--- config.mk ---
export PLATFORM = sky130hd
export DESIGN_NAME = fetch_sequencer
export DESIGN_NICKNAME = d
export VERILOG_FILES = /design/src/rtl/fetch_sequencer.sv
export SDC_FILE = /design/constraint.sdc
export NUM_CORES = 1
export LEC_CHECK = 0
export ABC_AREA = 0
export CAP_MARGIN = 20
export CORE_UTILIZATION = 49
export CTS_CLUSTER_DIAMETER = 50
export CTS_CLUSTER_SIZE = 16
export DETAILED_ROUTE_END_ITERATION = 10
export PLACE_DENSITY = 0.83
export SYNTH_ARGS = -nofsm -noshare
export SYNTH_HDL_FRONTEND = slang
export SYNTH_SLANG_ARGS = --single-unit
--- constraint.sdc ---
create_clock -name clk -period 3.05 [get_ports clk]
set_input_delay 0.61 -clock clk [delete_from_list [all_inputs] [get_ports clk]]
set_output_delay 0.61 -clock clk [all_outputs]
set_load 0.01 [all_outputs]
--- src/rtl/fetch_sequencer.sv ---
// fetch_sequencer
//   Fetch-stage controller. Drives the next-PC that the external PC register
//   loads every clock, runs a single-outstanding req/ack handshake towards
//   instruction memory, and buffers returned words in a 2-entry FIFO that
//   feeds IF/ID. Redirect sources resolve as exc > br_taken > jmp.
//
// Ports
//   clk, rst_n        rising-edge clock, asynchronous active-low reset
//   pc / npc          current PC in, next PC out (RESET_VECTOR while in reset)
//   imem_req/addr     fetch request and address (address is always pc)
//   imem_ack/rdata    memory response, may land in the same cycle as req
//   if_valid/instr/pc FIFO head towards decode
//   id_ready          decode pops the head when if_valid && id_ready
//   exc, br_*, jmp_*  redirect requests
//   flush             combinational, high in every redirect cycle
module fetch_sequencer #(
    parameter logic [31:0] RESET_VECTOR = 32'h0000_0000,
    parameter logic [31:0] EXC_VECTOR   = 32'h8000_0180
) (
    input  logic        clk,
    input  logic        rst_n,
    input  logic [31:0] pc,
    output logic [31:0] npc,
    output logic        imem_req,
    output logic [31:0] imem_addr,
    input  logic        imem_ack,
    input  logic [31:0] imem_rdata,
    output logic        if_valid,
    output logic [31:0] if_instr,
    output logic [31:0] if_pc,
    input  logic        id_ready,
    input  logic        exc,
    input  logic        br_taken,
    input  logic [31:0] br_target,
    input  logic        jmp,
    input  logic [31:0] jmp_target,
    output logic        flush
);

    typedef enum logic [1:0] {S_IDLE, S_FETCH, S_HOLD} state_t;

    state_t      r_state;
    logic        r_pend;
    logic [31:0] r_pend_tgt;
    logic [1:0]  r_count;
    logic [31:0] r_q_pc    [2];
    logic [31:0] r_q_instr [2];

    logic        w_redirect;
    logic [31:0] w_target;
    logic        w_ack;
    logic        w_push;
    logic        w_pop;
    logic        w_wait;
    logic [1:0]  w_count_nxt;
    logic [1:0]  w_widx;
    logic [31:0] w_npc;

    assign w_redirect = exc | br_taken | jmp;
    assign w_target   = exc ? EXC_VECTOR : (br_taken ? br_target : jmp_target);

    // Acks are only meaningful while a request is live; a stale ack seen in
    // S_IDLE after reset belongs to an abandoned request.
    assign w_ack  = (r_state == S_FETCH) && imem_ack;
    // Redirect while the request is still waiting: it cannot be cancelled,
    // so the target is parked until the ack returns.
    assign w_wait = (r_state == S_FETCH) && !imem_ack;
    assign w_push = w_ack && !w_redirect && !r_pend;
    assign w_pop  = (r_count != 2'd0) && id_ready && !w_redirect;

    assign w_count_nxt = w_redirect ? 2'd0
                       : r_count + {1'b0, w_push} - {1'b0, w_pop};
    // Slot for the pushed word once the pop shift has been applied.
    assign w_widx = r_count - {1'b0, w_pop};

    always_comb begin
        w_npc = pc;
        if (!rst_n)
            w_npc = RESET_VECTOR;
        else if (w_redirect) begin
            if (!w_wait)
                w_npc = w_target;
        end
        else if (w_ack && r_pend)
            w_npc = r_pend_tgt;
        else if (w_push)
            w_npc = pc + 32'd4;
    end

    assign npc       = w_npc;
    assign imem_req  = (r_state == S_FETCH);
    assign imem_addr = pc;
    assign if_valid  = (r_count != 2'd0);
    assign if_instr  = if_valid ? r_q_instr[0] : 32'd0;
    assign if_pc     = if_valid ? r_q_pc[0]    : 32'd0;
    assign flush     = rst_n & w_redirect;

    always_ff @(posedge clk or negedge rst_n) begin
        if (!rst_n) begin
            r_state    <= S_IDLE;
            r_pend     <= 1'b0;
            r_pend_tgt <= 32'd0;
        end else begin
            case (r_state)
                S_IDLE:  r_state <= S_FETCH;
                S_FETCH: begin
                    if (!w_redirect && w_ack && (w_count_nxt == 2'd2))
                        r_state <= S_HOLD;
                end
                S_HOLD: begin
                    if (w_redirect || (w_count_nxt <= 2'd1))
                        r_state <= S_FETCH;
                end
                default: r_state <= S_IDLE;
            endcase

            if (w_redirect) begin
                r_pend <= w_wait;
                if (w_wait)
                    r_pend_tgt <= w_target;
            end else if (w_ack) begin
                r_pend <= 1'b0;
            end
        end
    end

    // Head always lives in slot 0; a pop shifts slot 1 down.
    always_ff @(posedge clk or negedge rst_n) begin
        if (!rst_n) begin
            r_count      <= 2'd0;
            r_q_pc[0]    <= 32'd0;
            r_q_pc[1]    <= 32'd0;
            r_q_instr[0] <= 32'd0;
            r_q_instr[1] <= 32'd0;
        end else begin
            r_count <= w_count_nxt;
            if (!w_redirect) begin
                if (w_pop) begin
                    r_q_pc[0]    <= r_q_pc[1];
                    r_q_instr[0] <= r_q_instr[1];
                end
                if (w_push) begin
                    r_q_pc[w_widx[0]]    <= pc;
                    r_q_instr[w_widx[0]] <= imem_rdata;
                end
            end
        end
    end

endmodule

==> summary.md, run 1 <==
| Metric | Value |
|---|---|
| FF-to-FF End | `r_state[1]` |
| Psw | `around 1600 uW` |
| Peak supply drop | `~0.4 mV` |
| Final antenna-violating net count | `0` |
| Clock power frac | `38.6%` |
| Net Sw Frac | `between 20% and 30%` |
| Leakage | `between 0.006 and 0.007 uW` |
| Final setup violation count | `4` |
| Syn Area/Cell | `between 8 and 9 um2` |
| Slew of the pin with the lowest slew margin | `0.843 ns` |
| Area delta synth->final | `46.7%` |
| DR vias/cell | `~5.8` |
| Reg2Reg Setup Slack | `roughly 0.39 ns` |
| Final hold vios | `0` |
| Die X-Extent | `around 140 um` |
| Die Height | `142 um` |
| RSZ-0062 raised after global routing | `yes` |
| Multi-input logic area | `5220 um2` |
| Sequential area share after synthesis | `between 40% and 50%` |
| Power density cells | `~420 nW/um2` |
| Num ports | `266` |
| GR Layer Usage met3 | `under 10%` |
| Combinational power share | `18.3%` |
| Pins over their slew limit | `0` |
| Die area | `20,300 um2` |
| # fillers | `about 1,400` |
| Max stage delay on crit path | `about 0.54 ns` |
| Tmin final | `between 3 and 4 ns` |
| GR peak layer | `met2` |
| Hold Crit Class | `input port to async pin` |
| Slowest-stage cell, CP | `or4_4` |
| Final Util | `between 70% and 80%` |
| YS warnings | `0` |
| Critical Path AT | `between 2 and 2.5 ns` |
| FF-to-FF Start | `r_state[1]` |
| Clock skew | `between 0.007 and 0.008 ns` |
| Final hold slack | `approximately 0.038 ns` |
| Initial antenna violation count | `0` |
| EDFF count, synth | `0` |
| Failing checks | `negative setup slack` |
| CTS tree | `yes` |
| Levels on crit path | `10` |
| Layout cells sized above 1 | `between 20% and 30%` |
| First-pass GRT wire length | `between 40,000 and 50,000 um` |
| Synth Flop Type | `dfrtp_1` |
| Worst Setup End Kind | `primary output` |
| Worst path cell trace | `buf_4 -> nor4b_4 -> buf_4 -> buf_6 -> buf_6 -> nand4_1 -> or4_4 -> a21oi_2 -> o21a_1 -> buf_2` |
| Initial Utilization | `about half` |
| Met2 Usage GRT | `52.2%` |
| WP data required | `about 2.4 ns` |
| Diodes inserted | `0` |
| Async SR Flop Fraction | `between 90% and 100%` |
| Final Cycle Share | `102%` |
| CP startpoint kind | `input port` |
| Port buffer count | `265` |
| Num rows | `50` |
| Met1 usage | `roughly 40%` |
| Max-cap viol count | `0` |
| Largest fanout on the critical path | `4` |
| Syn nets | `roughly 1,200` |
| Cts bufs inserted | `17` |
| Status | `finished with violations` |
| WL per Instance | `between 15 and 20 um` |
| Root buf cell | `clkbuf_16` |
| Total global routing overflow | `0` |
| Htree depth | `4` |
| Starting DRT DRC Count | `a little under 900` |
| Synth area leaders | `dfrtp_1 43%, mux2_2 7.8%, nand2_1 6.2%` |
| Final Worst Setup Slack | `-0.0540 ns` |
| Later-pin clock latency in the skew report | `approximately 0.43 ns` |
| Pint | `4260 uW` |
| Critical path class | `input port to primary output` |
| Via Count | `9,651` |
| First drt pass iteration count | `5` |
| Post-CTS Hold Buffers | `0` |
| Peak Freq | `0.322 GHz` |
| Synth top area share | `42.8%` |
| Slew headroom | `43.8%` |
| Largest net degree at the start of global routing | `69` |
| Clk buf depth | `2` |
| CTS clock-pin slew for the worst setup and hold paths | `0.07 ns` |
| R2r worst-path depth | `13` |
| Total track usage | `approximately a third` |
| Nets | `between 1,500 and 2,000` |
| Drt total wl | `32,600 um` |
| Distinct cells, synth | `48` |
| Core area | `roughly 19,000 um2` |
| Synth area leader | `dfrtp_1` |
| Crit path max-delay family | `simple AND/OR/NAND/NOR gates` |
| Synthesized cell area | `9660 um2` |
| Residual DRC count | `0` |
| Reg area | `~4100 um2` |
| Synthesized flop and latch total | `between 150 and 200` |
| Vias in the first global route | `about 9,400` |
| HPWL Detailed | `about 22,000 um` |
| Worst slack, placed | `-0.760 ns` |
| Gp weighted congestion | `~0.94` |
| Number of buffer and inverter stages on the critical path | `5` |
| CTS Sinks | `165` |
| Flop pwr share | `43.2%` |
| Post-synthesis cell count | `between 1,000 and 1,500` |
## cell usage after synthesis (9+ instances only)
library cell / number
nor2_1: 43
buf_4: 33
o221ai_1: 20
o21ai_0: 104
inv_1: 10
buf_2: 16
and2_1: 68
o21ai_1: 46
a21oi_1: 32
xnor2_1: 24
dfrtp_1: 165
mux2i_1: 31
nand3_1: 14
o31ai_1: 9
nand2_1: 159
clkbuf_1: 64
mux2_1: 12
nor3_1: 19
or3_1: 65
mux2_2: 67
## cell usage in the layout (no fill, tap or decap), drive strengths merged, types with 3 or more instances in the layout
cell	Yosys	final
clkdlybuf4s50	0	203
and2	68	68
nor2b	5	5
dlymetal6s2s	0	9
o32ai	3	3
buf	55	159
a21oi	32	32
a221oi	3	3
clkdlybuf4s15	0	8
mux2	79	79
or3	65	65
clkinv	0	5
clkbuf	64	24
bufinv	0	3
nor3	20	20
nand2	159	159
dlygate4sd2	0	21
mux2i	31	31
nand4	7	7
o221ai	20	20
o31ai	9	9
xnor2	24	24
and4	3	3
nor4	7	7
and3	6	6
nor2	44	44
dfrtp	165	165
a211oi	5	5
or2	4	4
ha	3	3
nand3	14	14
inv	10	17
o21a	6	6
o21ai	150	150
## layout make-up
| cell class | count | area share, % |
|---|---|---|
| Clock buffer | 17 | 3.00 |
| Clock inverter | 15 | 1.36 |
| Inverter | 10 | 0.265 |
| Multi-Input combinational cell | 782 | 36.8 |
| Sequential cell | 165 | 29.1 |
| Tap cell | 260 | 2.30 |
| Timing Repair Buffer | 407 | 27.1 |
## power by group through the flow
stage | logic (uW) | registers [uW] | clock network, uW
2_1_floorplan | 485 | 2530 | 0
3_3_place_gp | 1020 | 2560 | 0
3_5_place_dp | 1050 | 2570 | 0
4_1_cts | 1050 | 2530 | 2290
5_1_grt | 1170 | 2560 | 2380
6_report | 1080 | 2540 | 2270
## logic make-up after synthesis
family | count (synthesis) | synth area share [%]
mux | 110 | 12.4
flops | 165 | 42.8
xor+xnor | 25 | 2.27
fa+ha+maj | 3 | 0.389
simple gates | 410 | 21.8
buf+inv | 129 | 6.50
compound gates | 234 | 13.8
## how the worst max path moves through the flow
stage               startpoint    endpoint  slack [ns]
finish                     jmp     npc[23]       -0.05
global route               jmp     npc[23]       -0.09
CTS                        exc     npc[26]       -0.03
detailed placement         jmp     npc[26]       -0.76
global placement           jmp     npc[26]       -0.68
floorplan             br_taken  r_state[0]        0.01
## through the flow
stage | cell area (um2) | instances | power, uW | TNS [ns]
finish | 14200 | 1656 | 5890 | -0.0946
global route | 14200 | 1656 | 6110 | -0.335
CTS | 14000 | 1646 | 5880 | -0.0253
detailed placement | 13100 | 1599 | 3620 | -19.36
global placement | 13100 | 1599 | 3580 | -18.82
floorplan | 9660 | 1076 | 3010 | 0
## routing by layer
metal	part of all wire (%)	wire [um]	vias up
met5	0	0	-
met2	48	15600	568
met3	9.6	3130	94
met4	3.2	1030	0
met1	39	12800	4634
li1	-	-	4355
## timing repair
item,CTS,global route
buffers inserted,14,11
setup endpoints to repair,33,30
pin swaps,25,24
cloned,1,0
gates resized for setup,152,67
Note: power is estimated with default switching activity, not from simulation.
==> inputs of run 2 (changes only) <==
- GPL_TIMING_DRIVEN: not set -> 0
==> run 2 against run 1 <==
Effect of this change:
- the flow still finishes with violations (negative setup slack)
- hold slack better by 0.039 ns
- combinational power about the same
- flip-flop and latch count unchanged
- total power down 1.9%
- critical path depth shrank 4
- sequential share of layout area grew 0.68 points
- via count is 3.7% higher
- non-clock buffer count rose by 7
- setup slack worse by 0.13 ns
==> summary.md, run 2 (synthesis gave the netlist of run 1 again) <==
| Metric | Value |
|---|---|
| Status | `finished with violations` |
| Failing checks | `negative setup slack` |
| Initial Utilization | `50.8% (unchanged)` |
| Total global routing overflow | `0 (unchanged)` |
| CP startpoint kind | `flop` |
| Via Count | `10,012 (+3.7%)` |
| Placed Instances | `1,600 (+0.063%)` |
| Pins over their slew limit | `0 (unchanged)` |
| R2r worst-path depth | `12 (-1)` |
| Total track usage | `33.7% (+1.7 points)` |
| Core area | `19,000 um2 (unchanged)` |
| Vias in the first global route | `9,681 (+2.6%)` |
| Final setup violation count | `9 (+5)` |
| Num rows | `50 (unchanged)` |
| Die area | `20,300 um2 (unchanged)` |
| Post-CTS Hold Buffers | `0 (unchanged)` |
| Critical Path AT | `2.62 ns (+0.13 ns)` |
| Flop pwr share | `44.0% (+0.8 points)` |
| Final Worst Setup Slack | `-0.184 ns (-0.130 ns)` |
| Worst slack, placed | `-1.43 ns (-0.668 ns)` |
| Starting DRT DRC Count | `1,000 (+15%)` |
| Combinational power share | `18.2% (about the same)` |
| HPWL Detailed | `22,900 um (+5.9%)` |
| Crit path max-delay family | `flip-flops` |
| Final antenna-violating net count | `0 (unchanged)` |
| Levels on crit path | `6 (-4)` |
| Clock power frac | `37.8% (-0.8 points)` |
| Initial antenna violation count | `0 (unchanged)` |
| Critical path class | `flop to primary output` |
| Clk buf depth | `2 (unchanged)` |
| WL per Instance | `21.1 um (+7.6%)` |
| Layout cells sized above 1 | `23.7% (-0.12 points)` |
| Net Sw Frac | `28.1% (+0.53 points)` |
| Largest net degree at the start of global routing | `92 (+33%)` |
| Final hold vios | `0 (unchanged)` |
| Tmin final | `3.23 ns (+0.130 ns)` |
| Slew headroom | `53.6% (+9.8 points)` |
| Final hold slack | `0.0770 ns (+0.0393 ns)` |
| Final Util | `72.8% (-1.7 points)` |
| Worst Setup End Kind | `primary output` |
| Max-cap viol count | `0 (unchanged)` |
| Area delta synth->final | `43.5%` |
| Slew of the pin with the lowest slew margin | `0.696 ns (-0.147 ns)` |
| Number of buffer and inverter stages on the critical path | `2 (-3)` |
| Peak Freq | `0.309 GHz (-4.0%)` |
| Psw | `1620 uW (about the same)` |
| Max stage delay on crit path | `0.50 ns (-0.04 ns)` |
| Crit path launch | `r_state[1]` |
| Peak supply drop | `0.431 mV (+8.1%)` |
| Finished Layout Cells | `1,663 (+0.42%)` |
| Root buf cell | `clkbuf_16` |
| First-pass GRT wire length | `52,300 um (+5.0%)` |
| Num ports | `266 (unchanged)` |
| Later-pin clock latency in the skew report | `0.44 ns (about the same)` |
| Worst path cell trace | `or3b_4 -> clkbuf_4 -> mux2_2 -> o221ai_1 -> a21oi_2 -> buf_2` |
| Power density cells | `417 nW/um2 (+0.31%)` |
| Most frequent cells in the layout | `201 x clkdlybuf4s50_1, 163 x dfrtp_1, 155 x nand2_1` |
| RSZ-0062 raised after global routing | `yes` |
| Residual DRC count | `0 (unchanged)` |
| Diodes inserted | `0 (unchanged)` |
| Clock skew | `0.0135 ns (+0.00576 ns)` |
| Nets | `1,528 (+0.46%)` |
| WP data required | `2.44 ns (about the same)` |
| DR vias/cell | `6.02 (+3.3%)` |
| CTS Sinks | `165 (unchanged)` |
| Htree depth | `4 (unchanged)` |
| Hold Crit Class | `input port to async pin` |
| Pint | `4150 uW (-2.6%)` |
| First drt pass iteration count | `5 (unchanged)` |
| Largest fanout on the critical path | `10 (+6)` |
| Gp weighted congestion | `0.922 (-1.9%)` |
| Cts bufs inserted | `17 (unchanged)` |
| Leading cell type in the layout, fill and taps excluded | `clkdlybuf4s50_1` |
| Port buffer count | `263 (-0.75%)` |
| FF-to-FF Start | `r_count[1]` |
| Final Cycle Share | `106% (+4.3 points)` |
| Die X-Extent | `142 um (unchanged)` |
| CTS tree | `yes` |
| Drt total wl | `35,200 um (+8.0%)` |
| Leakage | `0.00613 uW (-2.8%)` |
| CTS clock-pin slew for the worst setup and hold paths | `0.07 ns (about the same)` |
| Die Height | `142 um (unchanged)` |
| Slowest-stage cell, CP | `dfrtp_2` |
-- run 2: cell count changes in the layout (fill, tap and decap cells not counted), moves of 5 or more --
| cell | before | now |
|---|---|---|
| clkbuf_1 | 0 | 37 |
| buf_4 | 118 | 68 |
| nor3_4 | 1 | 6 |
| dlygate4sd2_1 | 21 | 6 |
| clkbuf_4 | 0 | 5 |
| a21oi_2 | 2 | 8 |
| a21oi_1 | 30 | 24 |
| buf_12 | 13 | 3 |
| dlymetal6s2s_1 | 9 | 1 |
| clkbuf_2 | 6 | 27 |
| buf_2 | 15 | 35 |
-- run 2: layout make-up --
class	count	area [um2]
inverter	10	37.5
clock inverter	14	150
tap	260	325
buffer	115	676
fill	1405	5160
clock buffer	18	439
timing repair buffer	299	2800
multi-input combinational	782	5290
sequential	165	4130
-- run 2: final timing paths --
kind | slack (ns) | end
worst max-delay path | -0.18 | npc[28]
worst min-delay path | 0.08 | r_q_instr[51]
worst max register to register | 0.17 | r_state[0]
worst min register to register | 0.48 | r_pend_tgt[21]
max in group asynchronous | 2.17 | r_pend_tgt[19]
min in group clk | 0.48 | r_pend_tgt[21]
-- run 2: routing by layer --
layer | track usage [%] | wire, um
met2 | 55.6 | 16700
met1 | 42.4 | 13300
met5 | 0 | 0
met4 | 16.1 | 1550
met3 | 6.49 | 3620
-- run 2: timing repair --
item | in CTS | in global routing
hold endpoints to repair | 0 | 0
gates cloned | 1 | 0
pin swaps | 26 | 37
setup buffers | 25 | 10
gates resized for setup | 271 | 87
setup endpoints to repair | 77 | 56
-- run 2: stage by stage --
| stage | area [um2] | total power, uW | setup TNS (ns) |
|---|---|---|---|
| after detailed placement | 12600 | 3560 | -57.12 |
| after global placement | 12600 | 3530 | -1097.36 |
| after global routing | 13900 | 5980 | -1.89 |
| after CTS | 13700 | 5720 | -0.0724 |
| final | 13900 | 5770 | -0.654 |
| after floorplan | 9660 | 3010 | 0 |
-- run 2: power groups by stage --
stage / clock [uW] / sequential (uW) / combinational [uW]
2_1_floorplan: 0 / 2530 / 485
3_3_place_gp: 0 / 2570 / 963
3_5_place_dp: 0 / 2570 / 993
4_1_cts: 2180 / 2530 / 1010
5_1_grt: 2290 / 2560 / 1130
6_report: 2180 / 2540 / 1050
==> inputs of run 3 (changes only) <==
- PLACE_DENSITY: 0.83 -> 0.81
- TNS_END_PERCENT: not set -> 30
==> run 3 against run 2 <==
Effect of this change:
- the run still ends with negative setup slack left
- via count fell by 3.1%
- count of clock-buffer cells in the layout did not move
- hold slack improved by 0.051 ns
- flip-flop and latch count did not move
- global-route usage fell by 0.60 points
==> summary.md, run 3 (synthesis gave the netlist of run 1 again) <==
| Metric | Value |
|---|---|
| Placed Instances | `1,600 (unchanged)` |
| RSZ-0062 raised after global routing | `yes` |
| Later-pin clock latency in the skew report | `0.44 ns (about the same)` |
| WL per Instance | `20.1 um (-5.1%)` |
| Slew of the pin with the lowest slew margin | `0.589 ns (-0.107 ns)` |
| Worst Setup End Kind | `primary output` |
| Starting DRT DRC Count | `803 (-20%)` |
| Clock skew | `0.0131 ns (-0.000439 ns)` |
| Max-cap viol count | `0 (unchanged)` |
| Final hold slack | `0.128 ns (+0.0509 ns)` |
| Final Util | `72.8% (about the same)` |
| Pins over their slew limit | `0 (unchanged)` |
| Total track usage | `33.1% (-0.60 points)` |
| Peak supply drop | `0.376 mV (-13%)` |
| Residual DRC count | `0 (unchanged)` |
| Leading cell type in the layout, fill and taps excluded | `clkdlybuf4s50_1` |
| Final antenna-violating net count | `0 (unchanged)` |
| Critical Path AT | `2.51 ns (-0.11 ns)` |
| Post-place instance area | `12,600 um2 (unchanged)` |
| First-pass GRT wire length | `51,600 um (-1.2%)` |
| Pwr Total | `5760 uW (-0.16%)` |
| Largest net degree at the start of global routing | `101 (+9.8%)` |
| Most frequent cells in the layout | `199 x clkdlybuf4s50_1, 162 x dfrtp_1, 158 x nand2_1` |
| Finished Layout Cells | `1,664 (+0.060%)` |
| CTS clock-pin slew for the worst setup and hold paths | `0.07 ns (about the same)` |
| Vias in the first global route | `9,727 (+0.48%)` |
| CTS Sinks | `165 (unchanged)` |
| Die X-Extent | `142 um (unchanged)` |
| Largest fanout on the critical path | `6 (-4)` |
| Status | `finished with violations` |
| First drt pass iteration count | `5 (unchanged)` |
| Multi-input logic area | `5220 um2 (-1.3%)` |
| Drt total wl | `33,400 um (-5.0%)` |
| Final hold vios | `0 (unchanged)` |
| Initial Utilization | `50.8% (unchanged)` |
| Power density cells | `416 nW/um2 (about the same)` |
| # fillers | `1,444 (+2.8%)` |
| Final setup violation count | `6 (-3)` |
| Peak Freq | `0.321 GHz (+3.8%)` |
| Initial antenna violation count | `1 (+1)` |
| Gp weighted congestion | `0.922 (about the same)` |
| Failing checks | `negative setup slack` |
| Final Worst Setup Slack | `-0.0662 ns (+0.118 ns)` |
| Final Cycle Share | `102% (-3.9 points)` |
| Htree depth | `4 (unchanged)` |
| Critical path class | `flop to primary output` |
| Reg2Reg Setup Slack | `0.10 ns (-0.07 ns)` |
| Cts bufs inserted | `17 (unchanged)` |
| Reg area | `4130 um2 (about the same)` |
| Layout cells sized above 1 | `23.2% (-0.50 points)` |
| CP startpoint kind | `flop` |
| Num rows | `50 (unchanged)` |
| Die area | `20,300 um2 (unchanged)` |
| Via Count | `9,697 (-3.1%)` |
| Num ports | `266 (unchanged)` |
| Tmin final | `3.12 ns (-0.118 ns)` |
| Clk buf depth | `2 (unchanged)` |
| Final instance area | `13,800 um2 (about the same)` |
| Area delta synth->final | `43.4% (about the same)` |
| Total global routing overflow | `0 (unchanged)` |
| Die Height | `142 um (unchanged)` |
| CTS tree | `yes` |
| WP data required | `2.44 ns (about the same)` |
| Port buffer count | `263 (unchanged)` |
| Nets | `1,529 (+0.065%)` |
| Core area | `19,000 um2 (unchanged)` |
| Root buf cell | `clkbuf_16` |
| Hold Crit Class | `input port to async pin` |
| Leakage | `0.00610 uW (-0.40%)` |
| Slew headroom | `60.7% (+7.1 points)` |
| HPWL Detailed | `22,900 um (about the same)` |
| DR vias/cell | `5.83 (-3.2%)` |
| Post-CTS Hold Buffers | `0 (unchanged)` |
[run 3: path summary, 6_finish.rpt]
| check | start | end | depth (start not counted) |
|---|---|---|---|
| hold reg to reg | r_pend_tgt[13] | r_pend_tgt[13] | 2 |
| hold / removal | rst_n | async pin | 1 |
| max in group asynchronous | rst_n | r_pend | 2 |
| setup reg to reg | r_count[1] | r_state[0] | 12 |
| min in group clk | pc[6] | flop | 2 |
| setup / recovery | r_state[1] | npc[26] | 8 |
[run 3: critical path, cell delays in order (launching register included)]
cell and delay (ns):
dfrtp_2 0.47, nor3b_4 0.35, nand4_4 0.18, buf_6 0.17, buf_4 0.14, nor4_2 0.27
xnor2_1 0.11, a21oi_1 0.19, buf_2 0.19
[run 3: metal layers]
metal | vias to the layer above | routed length [um] | GRT usage [%]
li1 | 4361 | - | -
met1 | 4624 | 12900 | 42.3
met2 | 606 | 16200 | 55.4
met3 | 106 | 3030 | 5.82
met4 | 0 | 1240 | 13.0
met5 | - | 0 | 0
[run 3: area by class of cell]
type / instances / share of cell area, %
Multi-Input combinational cell: 782 / 37.7
Antenna cell: 1 / 0.0181
Sequential cell: 165 / 29.8
Clock inverter: 13 / 1.06
Buffer: 114 / 4.93
Inverter: 10 / 0.298
Timing Repair Buffer: 301 / 20.6
Tap cell: 260 / 2.35
Clock buffer: 18 / 3.17
[run 3: power breakdown]
part           leakage [uW]  internal [uW]  switching (uW)  total, uW
combinational       0.00364            496             545       1040
sequential          0.00218           2420             117       2540
clock              0.000289           1240             948       2190
total               0.00610           4150            1610       5760
[run 3: through the flow]
step                TNS (ns)  worst slack, ns
global placement    -1111.03            -6.22
finish                -0.247          -0.0662
detailed placement    -51.11            -1.27
floorplan                  0           0.0111
CTS                   -0.112          -0.0726
global route          -0.636           -0.107
[run 3: repair_timing]
action,4_1_cts,5_1_grt
endpoints found under the setup margin,77,42
setup buffers,31,8
resized for setup,281,80
pin swaps,26,20
